$ cat src/rtl/lbp_scan_ctrl_if.sv
// Handshake and memory bundle between the LBP scan controller and its
// gray memory, LBP datapath and result memory.
interface lbp_scan_ctrl_if;
  logic [5:0]  gray_addr;
  logic        gray_req;
  logic [7:0]  gray_data;
  logic        win_valid;
  logic        win_ready;
  logic [71:0] win_data;
  logic [5:0]  win_addr;
  logic        res_valid;
  logic [7:0]  res_data;
  logic [5:0]  lbp_addr;
  logic [7:0]  lbp_data;
  logic        lbp_write;
  logic        finish;

  modport master (
    output gray_addr, gray_req,
    input  gray_data,
    output win_valid, win_data, win_addr,
    input  win_ready,
    input  res_valid, res_data,
    output lbp_addr, lbp_data, lbp_write, finish
  );

  modport slave (
    input  gray_addr, gray_req,
    output gray_data,
    input  win_valid, win_data, win_addr,
    output win_ready,
    output res_valid, res_data,
    input  lbp_addr, lbp_data, lbp_write, finish
  );
endinterface

$ cat src/rtl/lbp_scan_ctrl.sv
// 8x8 LBP scan controller: walks interior centers, builds 3x3 windows,
// hands them to the datapath and writes back the returned codes.
module lbp_scan_ctrl (
  input  logic clk,
  input  logic reset,
  lbp_scan_ctrl_if.master bus
);

  typedef enum logic [2:0] {
    FETCH, PRESENT, WAIT_RES, WRITE, DONE
  } state_t;

  state_t      state, state_nx;
  logic [2:0]  row, row_nx;
  logic [2:0]  col, col_nx;
  logic [3:0]  cnt, cnt_nx;
  logic [71:0] win, win_nx;
  logic [7:0]  code, code_nx;
  logic        wph, wph_nx;

  logic        full;
  logic [3:0]  last;
  logic [3:0]  rd_off;
  logic [3:0]  cp_off;
  logic [3:0]  cp_k;
  logic [6:0]  cp_lsb;
  logic [2:0]  rd_r;
  logic [2:0]  rd_c;

  logic        req;
  logic        wvalid;
  logic        lwrite;
  logic        fin;
  logic [5:0]  raddr;
  logic [5:0]  laddr;
  logic [7:0]  ldata;

  // {row offset, col offset} of read i; full loads go column-major
  function automatic logic [3:0] offs(
    input logic       f,
    input logic [3:0] i
  );
    logic [3:0] o;
    o = 4'b0000;
    if (!f) begin
      o = {i[1:0], 2'd2};
    end else begin
      unique case (i)
        4'd0:    o = 4'b0000;
        4'd1:    o = 4'b0100;
        4'd2:    o = 4'b1000;
        4'd3:    o = 4'b0001;
        4'd4:    o = 4'b0101;
        4'd5:    o = 4'b1001;
        4'd6:    o = 4'b0010;
        4'd7:    o = 4'b0110;
        4'd8:    o = 4'b1010;
        default: o = 4'b0000;
      endcase
    end
    return o;
  endfunction

  assign full   = (col == 3'd1);
  assign last   = full ? 4'd9 : 4'd3;
  assign rd_off = offs(full, cnt);
  assign cp_off = offs(full, cnt - 4'd1);
  assign cp_k   = {1'b0, cp_off[3:2], 1'b0}
                + {2'b00, cp_off[3:2]}
                + {2'b00, cp_off[1:0]};
  assign cp_lsb = {cp_k, 3'b000};
  assign rd_r   = row - 3'd1 + {1'b0, rd_off[3:2]};
  assign rd_c   = col - 3'd1 + {1'b0, rd_off[1:0]};

  always_comb begin
    state_nx = state;
    row_nx   = row;
    col_nx   = col;
    cnt_nx   = cnt;
    win_nx   = win;
    code_nx  = code;
    wph_nx   = wph;
    req      = 1'b0;
    raddr    = 6'd0;
    wvalid   = 1'b0;
    lwrite   = 1'b0;
    laddr    = 6'd0;
    ldata    = 8'd0;
    fin      = 1'b0;
    unique case (state)
      FETCH: begin
        if (cnt < last) begin
          req   = 1'b1;
          raddr = {rd_r, rd_c};
        end
        // a byte shift moves columns 1,2 into 0,1
        if (cnt == 4'd0) begin
          if (!full) win_nx = win >> 8;
        end else begin
          win_nx[cp_lsb +: 8] = bus.gray_data;
        end
        if (cnt == last) begin
          cnt_nx   = 4'd0;
          state_nx = PRESENT;
        end else begin
          cnt_nx = cnt + 4'd1;
        end
      end
      PRESENT: begin
        wvalid = 1'b1;
        if (bus.win_ready) state_nx = WAIT_RES;
      end
      WAIT_RES: begin
        if (bus.res_valid) begin
          code_nx  = bus.res_data;
          state_nx = WRITE;
        end
      end
      WRITE: begin
        laddr  = {row, col};
        ldata  = code;
        lwrite = !wph;
        wph_nx = 1'b1;
        if (wph) begin
          wph_nx   = 1'b0;
          state_nx = FETCH;
          if (col < 3'd6) begin
            col_nx = col + 3'd1;
          end else if (row < 3'd6) begin
            row_nx = row + 3'd1;
            col_nx = 3'd1;
          end else begin
            state_nx = DONE;
          end
        end
      end
      DONE: begin
        fin = 1'b1;
      end
      default: ;
    endcase
  end

  always_ff @(posedge clk) begin
    if (reset) begin
      state <= FETCH;
      row   <= 3'd1;
      col   <= 3'd1;
      cnt   <= 4'd0;
      win   <= 72'd0;
      code  <= 8'd0;
      wph   <= 1'b0;
    end else begin
      state <= state_nx;
      row   <= row_nx;
      col   <= col_nx;
      cnt   <= cnt_nx;
      win   <= win_nx;
      code  <= code_nx;
      wph   <= wph_nx;
    end
  end

  // outputs read as idle for as long as reset is held
  assign bus.gray_req  = req & ~reset;
  assign bus.gray_addr = reset ? 6'd0 : raddr;
  assign bus.win_valid = wvalid & ~reset;
  assign bus.win_data  = reset ? 72'd0 : win;
  assign bus.win_addr  = reset ? 6'd0 : {row, col};
  assign bus.lbp_write = lwrite & ~reset;
  assign bus.lbp_addr  = reset ? 6'd0 : laddr;
  assign bus.lbp_data  = reset ? 8'd0 : ldata;
  assign bus.finish    = fin & ~reset;

endmodule

$ cat src/flat_wrapper.sv
// flat-port wrapper written by rule: the top's interface ports become plain ports
module lbp_scan_ctrl_flat 
  (clk, reset, bus_gray_addr, bus_gray_req, bus_gray_data, bus_win_valid, bus_win_data, bus_win_addr, bus_win_ready, bus_res_valid, bus_res_data, bus_lbp_addr, bus_lbp_data, bus_lbp_write, bus_finish);
  lbp_scan_ctrl_if bus_i ();
  input  logic clk;
  input  logic reset;
  output wire logic [$bits(bus_i.gray_addr)-1:0] bus_gray_addr;
  output wire logic [$bits(bus_i.gray_req)-1:0] bus_gray_req;
  input wire logic [$bits(bus_i.gray_data)-1:0] bus_gray_data;
  output wire logic [$bits(bus_i.win_valid)-1:0] bus_win_valid;
  output wire logic [$bits(bus_i.win_data)-1:0] bus_win_data;
  output wire logic [$bits(bus_i.win_addr)-1:0] bus_win_addr;
  input wire logic [$bits(bus_i.win_ready)-1:0] bus_win_ready;
  input wire logic [$bits(bus_i.res_valid)-1:0] bus_res_valid;
  input wire logic [$bits(bus_i.res_data)-1:0] bus_res_data;
  output wire logic [$bits(bus_i.lbp_addr)-1:0] bus_lbp_addr;
  output wire logic [$bits(bus_i.lbp_data)-1:0] bus_lbp_data;
  output wire logic [$bits(bus_i.lbp_write)-1:0] bus_lbp_write;
  output wire logic [$bits(bus_i.finish)-1:0] bus_finish;
  assign bus_gray_addr = bus_i.gray_addr;
  assign bus_gray_req = bus_i.gray_req;
  assign bus_i.gray_data = bus_gray_data;
  assign bus_win_valid = bus_i.win_valid;
  assign bus_win_data = bus_i.win_data;
  assign bus_win_addr = bus_i.win_addr;
  assign bus_i.win_ready = bus_win_ready;
  assign bus_i.res_valid = bus_res_valid;
  assign bus_i.res_data = bus_res_data;
  assign bus_lbp_addr = bus_i.lbp_addr;
  assign bus_lbp_data = bus_i.lbp_data;
  assign bus_lbp_write = bus_i.lbp_write;
  assign bus_finish = bus_i.finish;
  lbp_scan_ctrl u_core (.clk(clk), .reset(reset), .bus(bus_i));
endmodule
$ cat config.mk
export PLATFORM = sky130hd
export DESIGN_NAME = lbp_scan_ctrl_flat
export DESIGN_NICKNAME = d
export VERILOG_FILES = /design/src/rtl/lbp_scan_ctrl_if.sv /design/src/rtl/lbp_scan_ctrl.sv /design/src/flat_wrapper.sv
export SDC_FILE = /design/constraint.sdc
export NUM_CORES = 1
export LEC_CHECK = 0
export CAP_MARGIN = 20
export CORE_ASPECT_RATIO = 1.1
export CORE_MARGIN = 4
export CORE_UTILIZATION = 40
export CTS_CLUSTER_SIZE = 16
export DETAILED_ROUTE_END_ITERATION = 12
export PLACE_DENSITY_LB_ADDON = 0.25
export SYNTH_ARGS = -nofsm -noshare
export SYNTH_HDL_FRONTEND = slang
export SYNTH_SLANG_ARGS = --single-unit
export TNS_END_PERCENT = 30
$ cat constraint.sdc
create_clock -name clk -period 11.9 [get_ports clk]
set_clock_uncertainty 0.1 [all_clocks]
set_input_delay 2.975 -clock clk [delete_from_list [all_inputs] [get_ports clk]]
set_output_delay 2.975 -clock clk [all_outputs]
set_load 0.005 [all_outputs]
==> flow_summary_export.csv, run 1 <==
group,metric,value,unit
logic_synthesis,netlist_area,5920,µm²
timing,fin_setup_tns,0,ps
global_route,grt_pass1_wl,28.1,mm
layout,nets,843,
critical_path,critPathLaunchType,"input port",
layout,area_growth,25.5,%
layout,nFillCells,1399,
detailed_routing,wl_per_cell,17.5,µm
logic_synthesis,synth_top_area_share,33.2,%
timing,whs,386,ps
timing,worst_slew_pin_slew,920,ps
logic_synthesis,ys_types,62,
critical_path,crit_fanout,94,
timing,setup_viol_count_final,0,
floorplan,dieWidth,124,µm
timing,timing.slew.headroom,38.6,%
floorplan,die_y,136,µm
timing,drv_slew,0,
placed_design,dpl.hpwl,12.6,mm
timing,layout_setup_ws,3390,ps
cts,cts_num_sinks,98,
cts,ctsRootBufferMaster,"clkbuf_16",
floorplan,initial_utilization,41.0,%
logic_synthesis,synth_top_cells_by_count,"dfxtp_1 (98), nor2b_1 (78), a21oi_1 (71)",
power,p_per_area,232,nW/µm²
placed_design,port-buffer-count,121,
cts,clk_pin_slew,70,ps
detailed_routing,vias,5655,
floorplan,die_area,16800,µm²
cts,numCtsBuffers,9,
timing,fmax,118,MHz
global_route,antenna_found_initial,0,
global_route,grt_pass1_vias,5511,
critical_path,arrival,5430,ps
logic_synthesis,yosysWarnings,0,
global_route,track_usage,20.8,%
outcome,outcome,"complete, no violations",
power,power,1730,µW
global_route,use_met3,3.97,%
placed_design,routabilityCongestion,0.936,
critical_path,endpoint_kind,"output pin",
logic_synthesis,synthCells,716,
timing,fin_crit,8510,ps
detailed_routing,dr.pass1.iters,5,
logic_synthesis,avgSynthCellArea,8.27,µm²
global_route,gr-max-usage-layer,"met2",
detailed_routing,via_per_inst,5.70,
cts,cts_setup_buffers,0,
timing,period_share,71.5,%
critical_path,worst_ep_required_time,8830,ps
logic_synthesis,ys_seq_area_share,33.2,%
logic_synthesis,ys_seq_elements,98,
cts,clock_latency,350,ps
timing,hold_viol,0,
cts,postCtsHoldBufs,0,
global_route,grt_max_degree,95,
floorplan,core,14400,µm²
detailed_routing,ant_nets,0,
run,timing.max_cap.violations,0,
detailed_routing,first_iter_violations,347,
floorplan,rows,46,
logic_synthesis,mappedNetlistNets,764,
cts,clk_path_buf_depth,2,
detailed_routing,wirelength,17.4,mm
placed_design,pre_cts_slack,3350,ps
timing,rsz0062_at_grt,"false",
cts,htree_num_levels,3,
floorplan,ios,122,
logic_synthesis,ys_async_sr_fraction,0,%
power,leakage,0.00249,µW
hold_path,worst_hold_path_type,"register to register",
critical_path,critical_path_class,"input port to output pin",
power,ir_drop,0.156,mV
cts,cts_tree,"built",
layout,drive_gt1_share,5.38,%
logic_synthesis,synth-edff-count,0,
global_route,grt_overflow,0,
global_route,grt_use_met2,36.0,%
logic_synthesis,synth_area_leader_cell,"dfxtp_1",
logic_synthesis,synthTopCellsByArea,"dfxtp_1 (33%), nor2b_1 (8.2%), a21oi_1 (6.0%), ha_1 (5.5%), nor2_1 (4.4%)",
cts,cts_resized,0,
logic_synthesis,yosysMostFrequentCell,"dfxtp_1",
layout,n_antenna_cell,0,
logic_synthesis,ys.flop_type,"dfxtp_1",
global_route,gr-usage-met1,25.4,%
detailed_routing,drc,0,
-- placed cells by master (no fill, tap or decap), drive strengths merged, types with 4 or more instances in the layout --
cell type / netlist / layout
a22oi: 24 / 24
mux2i: 14 / 14
nor2b: 78 / 78
o21ai: 5 / 5
and2: 22 / 22
nor3: 31 / 31
nand3: 13 / 13
xnor2: 5 / 5
dfxtp: 98 / 98
a211oi: 33 / 33
inv: 20 / 21
clkdlybuf4s50: 0 / 120
nor2: 71 / 71
o21a: 4 / 4
nand2: 31 / 31
clkbuf: 39 / 11
ha: 26 / 26
a221oi: 16 / 16
buf: 19 / 6
nand2b: 10 / 10
a311oi: 17 / 17
xor2: 4 / 4
a32oi: 16 / 16
or3: 4 / 4
a21oi: 75 / 75
-- power breakdown --
group	internal, µW	total (µW)	switching [µW]	leakage (µW)
Sequential	420	499	79.3	0.000795
Clock	154	286	132	0.000138
Combinational	372	941	570	0.00156
-- metal layers --
layer	vias to the layer above	wire [µm]
met5	-	0
li1	2766	-
met2	198	8650
met3	31	1010
met4	0	364
met1	2660	7330
-- kinds of logic (layout without fill, tap and decap cells) --
logic type               Yosys count  in the layout  synth area share, %
XOR/XNOR                           9              9                 1.33
AND/OR/NAND/NOR                  281            281                 25.5
buffers and inverters             78            162                 6.03
multiplexers                      16             16                 2.75
AO/OA/AOI/OAI                    206            206                 25.1
adder cells (fa/ha/maj)           28             28                 6.17
flip-flops                        98             98                 33.2
-- worst paths after layout --
kind              cells after the start  slack, ps              end           start
setup reg to reg                     14       6380   u_core.win[60]   u_core.cnt[0]
hold / removal                        2        390   u_core.code[1]  u_core.code[1]
hold reg to reg                       2        390   u_core.code[1]  u_core.code[1]
setup / recovery                      5       3390  bus_lbp_data[5]           reset
-- flip-flops by register name, indices dropped and copies added (netlist names), named ones only --
register,cells
u_core.win,72
u_core.code,8
u_core.cnt,4
u_core.col,3
u_core.row,3
u_core.state,3
u_core.wph,1
-- area by class of cell --
| cell class | count | area, µm² | area share [%] |
|---|---|---|---|
| well taps | 192 | 240 | 3.24 |
| clock inverters | 5 | 37.5 | 0.505 |
| clock buffers | 11 | 253 | 3.40 |
| flip-flops and latches | 98 | 1960 | 26.4 |
| repair buffers | 126 | 1250 | 16.8 |
| inverters | 20 | 75.1 | 1.01 |
| multi-input cells | 540 | 3610 | 48.6 |
-- per-stage QoR --
step                      cells  utilization [%]  area (µm²)
after detailed placement    975             49.3        7130
final                       992             51.4        7430
after global placement      975             49.3        7130
after floorplan             716                -        5920
after CTS                   991             51.4        7420
after global routing        992             51.4        7430
-- critical path, stage by stage --
cell and delay (ps):
buf_4 650, buf_4 770, nor2_1 300, and2_1 250, clkdlybuf4s50_1 450
No activity file was read; power rests on OpenSTA's default activity.
==> run 2: changes to the inputs <==
==> constraint.sdc (replaced) <==
create_clock -name clk -period 8.12 [get_ports clk]
set_clock_uncertainty 0.1 [all_clocks]
set_input_delay 2.03 -clock clk [delete_from_list [all_inputs] [get_ports clk]]
set_output_delay 2.03 -clock clk [all_outputs]
set_load 0.005 [all_outputs]
==> run 2 against run 1 <==
Worst setup slack lost 1600 ps; count of clock-buffer cells in the layout down 1; utilization did not move; design area stayed put; register-to-register slack lost 3800 ps; non-clock buffer count did not move; critical path type unchanged.
==> flow_summary_export.csv, run 2 (synthesis results as in run 1) <==
group,metric,value,unit
detailed_routing,wirelength,17.5,mm
timing,hold_viol,0,
layout,largest_reg_flops,72,
cts,cts_resized,0,
floorplan,rows,46,
detailed_routing,via_per_inst,5.81,
detailed_routing,drc,0,
cts,cts_setup_buffers,0,
critical_path,crit_fanout,90,
run,timing.max_cap.violations,0,
timing,rsz0062_at_grt,"false",
detailed_routing,wl_per_cell,17.7,µm
detailed_routing,ant_nets,0,
layout,n_antenna_cell,0,
hold_path,hold_depth,2,
timing,fin_crit,6320,ps
timing,fin_setup_tns,0,ps
cts,numCtsBuffers,9,
floorplan,dieWidth,124,µm
floorplan,ios,122,
layout,nets,843,
layout,multiInputGateArea,3610,µm²
power,p_per_area,343,nW/µm²
layout,area_growth,25.5,%
outcome,outcome,"complete, no violations",
power,ir_drop,0.293,mV
global_route,grt_pass1_wl,28.3,mm
timing,layout_setup_ws,1800,ps
cts,htree_num_levels,3,
layout,top_regs,"u_core.win (72), u_core.code (8), u_core.cnt (4)",
layout,drive_gt1_share,5.14,%
detailed_routing,dr.pass1.iters,5,
hold_path,worst_hold_path_type,"register to register",
timing,whs,384,ps
critical_path,critPathLaunchType,"input port",
cts,ctsRootBufferMaster,"clkbuf_16",
floorplan,die_y,136,µm
cts,clk_path_buf_depth,2,
layout,mostFrequentLayoutCell,"clkdlybuf4s50_1",
timing,setup_viol_count_final,0,
timing,timing.slew.headroom,37.6,%
cts,cts_tree,"built",
detailed_routing,first_iter_violations,448,
timing,fmax,158,MHz
critical_path,worst_ep_required_time,5990,ps
global_route,grt_max_degree,91,
cts,clk_pin_slew,70,ps
layout,max_flop_register,"u_core.win",
layout,layout_common_cells,"clkdlybuf4s50_1 (120), dfxtp_1 (98), nor2b_1 (78)",
critical_path,endpoint_kind,"output pin",
global_route,antenna_found_initial,0,
layout,nFillCells,1333,
cts,cts_num_sinks,98,
layout,fin_util,51.4,%
layout,seq_area,1960,µm²
global_route,track_usage,20.9,%
floorplan,core,14400,µm²
critical_path,critical_path_class,"input port to output pin",
placed_design,pre_cts_slack,1810,ps
placed_design,dpl.hpwl,12.7,mm
global_route,grt_pass1_vias,5418,
floorplan,die_area,16800,µm²
critical_path,arrival,4190,ps
power,leakage,0.00249,µW
placed_design,routabilityCongestion,0.879,
critical_path,reg2reg_depth,15,
timing,drv_slew,0,
cts,clock_latency,340,ps
cts,postCtsHoldBufs,0,
floorplan,initial_utilization,41.0,%
timing,period_share,77.8,%
detailed_routing,vias,5750,
global_route,grt_overflow,0,
timing,worst_slew_pin_slew,928,ps
placed_design,port-buffer-count,121,
[run 2: cell types whose count changed in the layout (fill, tap and decap cells not counted)]
cell / change
bufinv_16: +1
clkinvlp_4: -1
clkinv_4: -1
clkbuf_8: -1
[run 2: worst paths after layout]
| kind | from | endpoint | slack (ps) |
|---|---|---|---|
| worst max-delay path | reset | bus_win_data[67] | 1800 |
| worst min-delay path | u_core.code[1] | u_core.code[1] | 380 |
| worst max register to register | u_core.cnt[0] | u_core.win[26] | 2550 |
| worst min register to register | u_core.code[1] | u_core.code[1] | 380 |
[run 2: through the flow]
stage | power (µW) | cells | area [µm²]
after global routing | 2730 | 990 | 7430
after floorplan | 1740 | 716 | 5920
after global placement | 2070 | 975 | 7130
final | 2550 | 990 | 7430
after CTS | 2530 | 989 | 7420
after detailed placement | 2100 | 975 | 7130
[run 2: where the power goes]
part	total, µW	leakage [µW]	switching, µW	internal [µW]
logic	1390	0.00156	844	545
registers	737	0.000795	122	615
clock network	424	0.000141	180	244
[run 2: area by class of cell]
cell class | instances | share of cell area [%]
inverters | 20 | 1.01
repair buffers | 126 | 16.8
multi-input cells | 540 | 48.6
flip-flops and latches | 98 | 26.4
clock buffers | 10 | 3.22
clock inverters | 4 | 0.691
well taps | 192 | 3.24
[run 2: per-layer routing]
layer / wire length (µm) / GRT usage [%] / vias to the layer above
li1: - / - / 2755
met1: 7510 / 27.3 / 2721
met2: 8390 / 34.3 / 241
met3: 1100 / 3.34 / 33
met4: 532 / 8.03 / 0
met5: 0 / 0 / -
[run 2: critical path, cell delays in order]
cell and delay, ps:
buf_4 620, buf_4 780, nor2b_1 160, clkdlybuf4s50_1 490
==> run 3: changes to the inputs <==
==> constraint.sdc (replaced) <==
create_clock -name clk -period 5.35 [get_ports clk]
set_clock_uncertainty 0.1 [all_clocks]
set_input_delay 1.3375 -clock clk [delete_from_list [all_inputs] [get_ports clk]]
set_output_delay 1.3375 -clock clk [all_outputs]
set_load 0.005 [all_outputs]
==> run 3 against run 2 <==
Utilization is 0.81 points higher; clock power rose by 50%; cell count up 1.1%; first-iteration DRC count is 4.5% lower; count of clock-buffer cells in the layout is 1 lower; total power is 55% higher; combinational power up 59%; highest routed layer unchanged; non-clock buffer count grew 9; via count fell by 1.5%; die area unchanged; sequential cell count did not move.
==> flow_summary_export.csv, run 3 (synthesis results as in run 1) <==
group,metric,value,unit
outcome,outcome,"complete, no violations",
layout,layout_common_cells,"clkdlybuf4s50_1 (120), dfxtp_1 (98), nor2b_1 (78)",
detailed_routing,dr.pass1.iters,5,
floorplan,die_area,16800,µm²
timing,setup_viol_count_final,0,
global_route,antenna_found_initial,0,
critical_path,critical_path_class,"register to register",
placed_design,port-buffer-count,121,
critical_path,critPathLaunchType,"register",
cts,cts_resized,0,
floorplan,initial_utilization,41.0,%
layout,top_regs,"u_core.win (72), u_core.code (8), u_core.cnt (4)",
layout,fin_util,52.2,%
layout,drive_gt1_share,7.05,%
run,timing.max_cap.violations,0,
power,ir_drop,0.267,mV
cts,numCtsBuffers,9,
global_route,use_met3,4.47,%
global_route,gr-usage-met1,25.3,%
placed_design,routabilityCongestion,0.866,
detailed_routing,drc,0,
global_route,grt_overflow,0,
floorplan,core,14400,µm²
floorplan,rows,46,
floorplan,ios,122,
layout,max_flop_register,"u_core.win",
layout,area_growth,27.5,%
timing,worst_slew_pin_slew,841,ps
timing,period_share,93.0,%
layout,n_antenna_cell,0,
global_route,track_usage,20.9,%
layout,nFillCells,1373,
cts,postCtsHoldBufs,0,
cts,clk_pin_slew,80,ps
layout,final_area,7540,µm²
critical_path,endpoint_kind,"register",
floorplan,die_y,136,µm
timing,timing.slew.headroom,43.6,%
global_route,grt_max_degree,175,
timing,fin_crit,4980,ps
placed_design,dpl_cell_area,7220,µm²
critical_path,worst_ep_required_time,5520,ps
detailed_routing,ant_nets,0,
placed_design,dpl.hpwl,12.7,mm
global_route,grt_pass1_vias,5505,
layout,nets,852,
detailed_routing,wirelength,17.4,mm
layout,mostFrequentLayoutCell,"clkdlybuf4s50_1",
layout,largest_reg_flops,72,
hold_path,worst_hold_path_type,"register to register",
timing,fin_setup_tns,0,ps
cts,htree_num_levels,3,
cts,ctsRootBufferMaster,"clkbuf_16",
global_route,grt_pass1_wl,28.0,mm
detailed_routing,wl_per_cell,17.4,µm
cts,cts_tree,"built",
global_route,gr-max-usage-layer,"met2",
cts,cts_setup_buffers,0,
power,leakage,0.00256,µW
detailed_routing,vias,5661,
floorplan,dieWidth,124,µm
critical_path,crit_fanout,18,
detailed_routing,via_per_inst,5.66,
timing,rsz0062_at_grt,"false",
timing,hold_viol,0,
detailed_routing,first_iter_violations,428,
power,power,3950,µW
critical_path,timing.rr.start,"u_core.cnt[1]",
timing,drv_slew,0,
cts,cts_num_sinks,98,
power,p_per_area,524,nW/µm²
timing,fmax,201,MHz
cts,clock_latency,360,ps
hold_path,hp-start,"u_core.code[6]",
cts,clk_path_buf_depth,2,
critical_path,arrival,5140,ps
global_route,grt_use_met2,34.6,%
critical_path,startpoint,"u_core.cnt[1]",
timing,whs,387,ps
## run 3: changes by cell type in the layout (fill, tap and decap cells not counted), sizes merged
| cell | before | now |
|---|---|---|
| clkbuf | 10 | 9 |
| bufinv | 1 | 0 |
| buf | 6 | 15 |
| inv | 21 | 23 |
| clkinv | 1 | 3 |
## run 3: cell type report
cell class	instances	area [µm²]	area share, %
tap	192	240	3.18
multi-input combinational	540	3640	48.3
clock inverter	7	62.6	0.829
inverter	20	75.1	0.995
timing repair buffer	135	1330	17.7
sequential	98	1960	26.0
clock buffer	9	225	2.99
## run 3: final timing paths
check        cells past startpoint              to  slack [ps]
min                              2  u_core.code[6]         390
max                             14  u_core.win[23]         370
max reg2reg                     14  u_core.win[23]         370
min reg2reg                      2  u_core.code[6]         390
## run 3: worst max-delay path, cell delays in order, from the launching register on
cell and delay, ps:
dfxtp_1 500, inv_1 150, ha_1 260, xnor2_2 300
mux2i_1 120, o211a_1 220, a21oi_1 290, fa_1 480
ha_1 220, fa_1 580, or4b_4 580, o221a_4 220
o21ai_4 420, a21oi_1 160, a311oi_2 270
## run 3: metrics by stage
stage | worst slack (ps) | instances
2_1_floorplan | 585 | 716
3_3_place_gp | 128 | 983
3_5_place_dp | 138 | 985
4_1_cts | 63.7 | 1001
5_1_grt | 38.7 | 1001
6_report | 373 | 1001
## run 3: routing by layer
| layer | up-vias | share of wire (%) |
|---|---|---|
| met5 | - | 0 |
| met4 | 0 | 3.9 |
| met3 | 37 | 6.3 |
| met2 | 192 | 49 |
| met1 | 2648 | 41 |
| li1 | 2784 | - |
## run 3: power breakdown
part | internal (µW) | switching, µW | leakage (µW)
Clock | 325 | 313 | 0.000139
Combinational | 909 | 1300 | 0.00162
Sequential | 934 | 177 | 0.000795
Total | 2170 | 1790 | 0.00256
==> RTL change 1: new RTL, config.mk and constraints of run 3 <==
The 5 states of `state_t` get a one-hot encoding in 5 bits.
--- a/src/rtl/lbp_scan_ctrl.sv
+++ b/src/rtl/lbp_scan_ctrl.sv
@@ -8,4 +8,4 @@
 
-  typedef enum logic [2:0] {
-    FETCH, PRESENT, WAIT_RES, WRITE, DONE
+  typedef enum logic [4:0] {
+    FETCH = 5'b00001, PRESENT = 5'b00010, WAIT_RES = 5'b00100, WRITE = 5'b01000, DONE = 5'b10000
   } state_t;
Check against the original RTL: same outputs for any inputs over 10 cycles, from zero or initial values and one cycle with reset high; not proved beyond that.
==> RTL change 1 against run 3 <==
- non-clock buffer count shrank 8
- worst setup slack improved by 16 ps
- area after synthesis grew 2.6%
- critical path depth did not move
- cell area up 1.6%
- sequential cell count increased by 2
- routed wire length is 5.4% higher
- die area up 2.4%
Power is not compared: it rests on default switching activity, and its combinational part moved more than twofold at a synthesized area within 25%.
==> RTL change 1: results (changes against run 3) <==
[status]
status = complete, no violations  ; unchanged

[cells_and_area]
bufAreaShareNonClock = 0.1653  ; was 0.1768
final_nets = 881  ; was 852
utilization = 0.5221  ; was 0.5222
multi_input_cells = 568  ; was 540
signal_buffers = 127  ; was 135
drive_above_1_share = 0.06325  ; was 0.07046
reg_top3 = u_core.win x72, u_core.code x8, u_core.state x5  ; was u_core.win x72, u_core.code x8, u_core.cnt x4
nClkBuffers = 10  ; was 9

[yosys]
syn_avg_cell_area_um2 = 8.140  ; was 8.266 um2
netlist_instances = 746  ; was 716
ys_seq_area_frac = 0.3297  ; was 0.3315
ys_top_cells_by_count = dfxtp_1 (100), nor2_1 (77), a21oi_1 (71), nor2b_1 (71), nand2_1 (40)  ; was dfxtp_1 (98), nor2b_1 (78), a21oi_1 (71)

[place]
gp_congestion = 0.8888  ; was 0.8657
pre_cts_ws_ps = 245.5  ; was 137.7 ps

[grt]
grt_pass1_vias = 5815  ; was 5505
grt_util_met2 = 0.3561  ; was 0.3463
grt.met3_usage = 0.04731  ; was 0.04470
track_usage = 0.2117  ; was 0.2088
use_met1 = 0.2705  ; was 0.2530

[timing]
hold_ws_ps = 388.0  ; was 386.6 ps

[route]
wl_met3_um = 1186  ; was 1103 um
drt_iter0_drc = 489  ; was 428
wl_per_cell_um = 17.80  ; was 17.38 um

[critical_path]
cp_max_fo = 16  ; was 18
path_delay_family = adder cells  ; was compound AO/OA/AOI/OAI gates
rr_startpoint = u_core.cnt[0]  ; was u_core.cnt[1]

## RTL change 1: cell types whose count changed in the layout (fill, tap and decap cells not counted), moves of 10 or more
cell / change
o21ai_0: +26
a32oi_1: -14
a2bb2oi_1: +17
a211oi_1: -25
a22oi_1: -12
a221oi_1: -16
a2111oi_0: +15
a311oi_1: -10
## RTL change 1: kinds of logic (layout without fill, tap and decap cells)
| kind of cell | count (synthesis) | after routing | synth area share |
|---|---|---|---|
| AO/OA/AOI/OAI | 218 | 218 | 0.2483 |
| buffers and inverters | 78 | 170 | 0.05502 |
| XOR/XNOR | 13 | 13 | 0.01875 |
| AND/OR/NAND/NOR | 290 | 290 | 0.2565 |
| flip-flops | 100 | 100 | 0.3297 |
| adder cells (fa/ha/maj) | 28 | 28 | 0.06017 |
| multiplexers | 19 | 19 | 0.03153 |
## RTL change 1: timing repair
action,CTS,global route
hold endpoints to repair,0,0
endpoints found under the setup margin,0,37
resized for setup,0,1
==> RTL change 2: new RTL, settings of run 3 <==
Made on the original files. Reset style: asynchronous (`reset`), changed in one clocked block.
--- a/src/rtl/lbp_scan_ctrl.sv
+++ b/src/rtl/lbp_scan_ctrl.sv
@@ -143,3 +143,3 @@
 
-  always_ff @(posedge clk) begin
+  always_ff @(posedge clk or posedge reset) begin
     if (reset) begin
Formal check against the unedited RTL: same outputs for any inputs over 4 cycles, from zero or initial values and one cycle with reset high; that may be too few to reach the edited logic, so the function may still have changed.
==> RTL change 2 against run 3 <==
- synthesized cell count decreased by 18%
- combinational power rose by 30%
- sequential cell count down 4
- worst setup slack worse by 43 ps
- routed wire length is 7.5% lower
- total power grew 23%
- fmax is 0.85% lower
- final cell count decreased by 12%
- cell area increased by 1.7%
- global-route usage shrank 1.8 points
- area after synthesis increased by 1.8%
- critical endpoint is now u_core.win[21]
- largest cell class unchanged
==> RTL change 2: results (changes against run 3) <==
[critical_path]
r2r_setup_slack_ps = 330  ; was 370 ps
cp_max_fo = 10  ; was 18
crit_path_end = u_core.win[21]  ; was u_core.win[23]
rr_startpoint = u_core.cnt[1]  ; unchanged
crit_arrival_ps = 5150  ; was 5140 ps
worst_r2r_path_depth = 14  ; unchanged

[place]
dp_cells = 861  ; was 985
place_area_um2 = 7337  ; was 7223 um2
gp_congestion = 0.8239  ; was 0.8657
dpl.hpwl_um = 11670  ; was 12700 um
io_buffers = 121  ; unchanged

[yosys]
ys_types = 62  ; unchanged
synthAdderAreaFrac = 0.05441  ; was 0.06173
synth_fp_nets = 629  ; was 764
async_reset_ff_frac = 1.000  ; was 0
synth-xor-area-share = 0.01745  ; was 0.01332
ys_top_cells_by_count = dfrtp_1 (92), nor2b_1 (78), mux2_2 (55)  ; was dfxtp_1 (98), nor2b_1 (78), a21oi_1 (71)
synthFlopType = dfrtp_1  ; was dfxtp_1
ys_seq_area_frac = 0.3909  ; was 0.3315
synthTopCellsByArea = dfrtp_1 (38%), mux2_2 (10%), nor2b_1 (8.1%)  ; was dfxtp_1 (33%), nor2b_1 (8.2%), a21oi_1 (6.0%)
synth_compound_area_frac = 0.1624  ; was 0.2507
synthMuxAreaShare = 0.1367  ; was 0.02748
syn_avg_cell_area_um2 = 10.32  ; was 8.266 um2

[clocking]
root_buffer = clkbuf_16  ; unchanged
worstSkewPairLatency_ps = 340  ; was 360 ps
cts.path.max_buffers = 2  ; unchanged
cts_resized = 0  ; unchanged
path_clk_slew_ps = 70
cts_max_level = 3  ; unchanged

[grt]
antenna_found_initial = 0  ; unchanged
grt_overflow = 0  ; unchanged
grt_pass1_wl_um = 26520  ; was 27970 um
track_usage = 0.1905  ; was 0.2088
grt_max_degree = 69  ; was 175
grt_pass1_vias = 5047  ; was 5505

[route]
wl_met3_um = 879  ; was 1103 um
wirelength_um = 16100  ; was 17400 um
wl_per_cell_um = 18.36  ; was 17.38 um
via_per_inst = 5.548  ; was 5.655
dr_wl_met2_um = 7753  ; was 8480 um
drt_iter0_drc = 284  ; was 428
drt-met1-wl_um = 7185  ; was 7141 um

[power_and_ir_drop]
leakagePower_nw = 3.293  ; was 2.556 nW
ir_worst_vdd_mv = 0.3554  ; was 0.2667 mV

[cells_and_area]
drive_above_1_share = 0.1620  ; was 0.07046
antenna-diode-count = 0  ; unchanged
final_nets = 725  ; was 852
reg_top3 = u_core.win x72, u_core.code x8, u_core.cnt x4  ; unchanged

[timing]
slew_headroom = 0.4086  ; was 0.4360

[hold_path]
hold_path_class = reg2reg  ; unchanged
hold-path-cell-count = 1  ; was 2

[status]
status = complete, no violations  ; unchanged

[RTL change 2: cell count changes in the layout (fill, tap and decap cells not counted), sizes merged, moves of 30 or more]
cell / change
a32o: +30
a21oi: -62
a211oi: -33
dfxtp: -98
nor2: -49
mux2: +64
dfrtp: +92
[RTL change 2: cell families after synthesis]
group                    after synthesis
AND/OR/NAND/NOR                      202
flip-flops                            94
adder cells (fa/ha/maj)               25
buffers and inverters                 62
multiplexers                          71
XOR/XNOR                              12
AO/OA/AOI/OAI                        118
[RTL change 2: worst min path at each step]
stage,slack (ps),to,start
after CTS,400,u_core.code[2],u_core.code[2]
after global routing,420,u_core.win[4],u_core.win[4]
final,400,u_core.code[2],u_core.code[2]
after detailed placement,390,u_core.code[2],u_core.code[2]
after global placement,380,u_core.code[5],u_core.code[5]
after floorplan,370,u_core.code[0],u_core.code[0]
[RTL change 2: worst max-delay path, cell delays in order (launching register included)]
cell and delay [ps]:
dfrtp_1 540, inv_1 190, ha_1 260, xnor2_1 310, nand2_1 90, a21o_1 180, a31oi_1 320, fa_1 480
ha_1 230, fa_1 590, or4b_1 550, o211ai_1 180, buf_4 230, a31o_2 290, mux2_2 360
[RTL change 2: per-stage QoR]
stage	setup WS, ps	power [mW]	util
final	330.2	4.848	0.5249
after global routing	53.69	5.208	0.5249
after CTS	213.3	4.829	0.5235
after detailed placement	252.5	4.122	0.5019
after global placement	426.2	4.037	0.5019
after floorplan	641.3	3.298	-
[RTL change 2: routing by layer]
| layer | GRT usage | vias up |
|---|---|---|
| li1 | - | 2288 |
| met1 | 0.2490 | 2389 |
| met2 | 0.3234 | 167 |
| met3 | 0.03786 | 22 |
| met4 | 0.05482 | 0 |
| met5 | 0 | - |
[RTL change 2: where the power goes]
part | internal [mW] | leakage (nW) | switching [mW]
Combinational | 1.32 | 1.91 | 1.56
Clock | 0.394 | 0.158 | 0.292
Sequential | 0.989 | 1.23 | 0.290
[RTL change 2: cell type report]
class | instances | area [um2]
clock buffer | 11 | 252.7
clock inverter | 5 | 63.81
fill | 1364 | 6945
inverter | 16 | 61.31
multi-input combinational | 428 | 3418
sequential | 94 | 2356
tap | 192 | 240.2
timing repair buffer | 131 | 1281
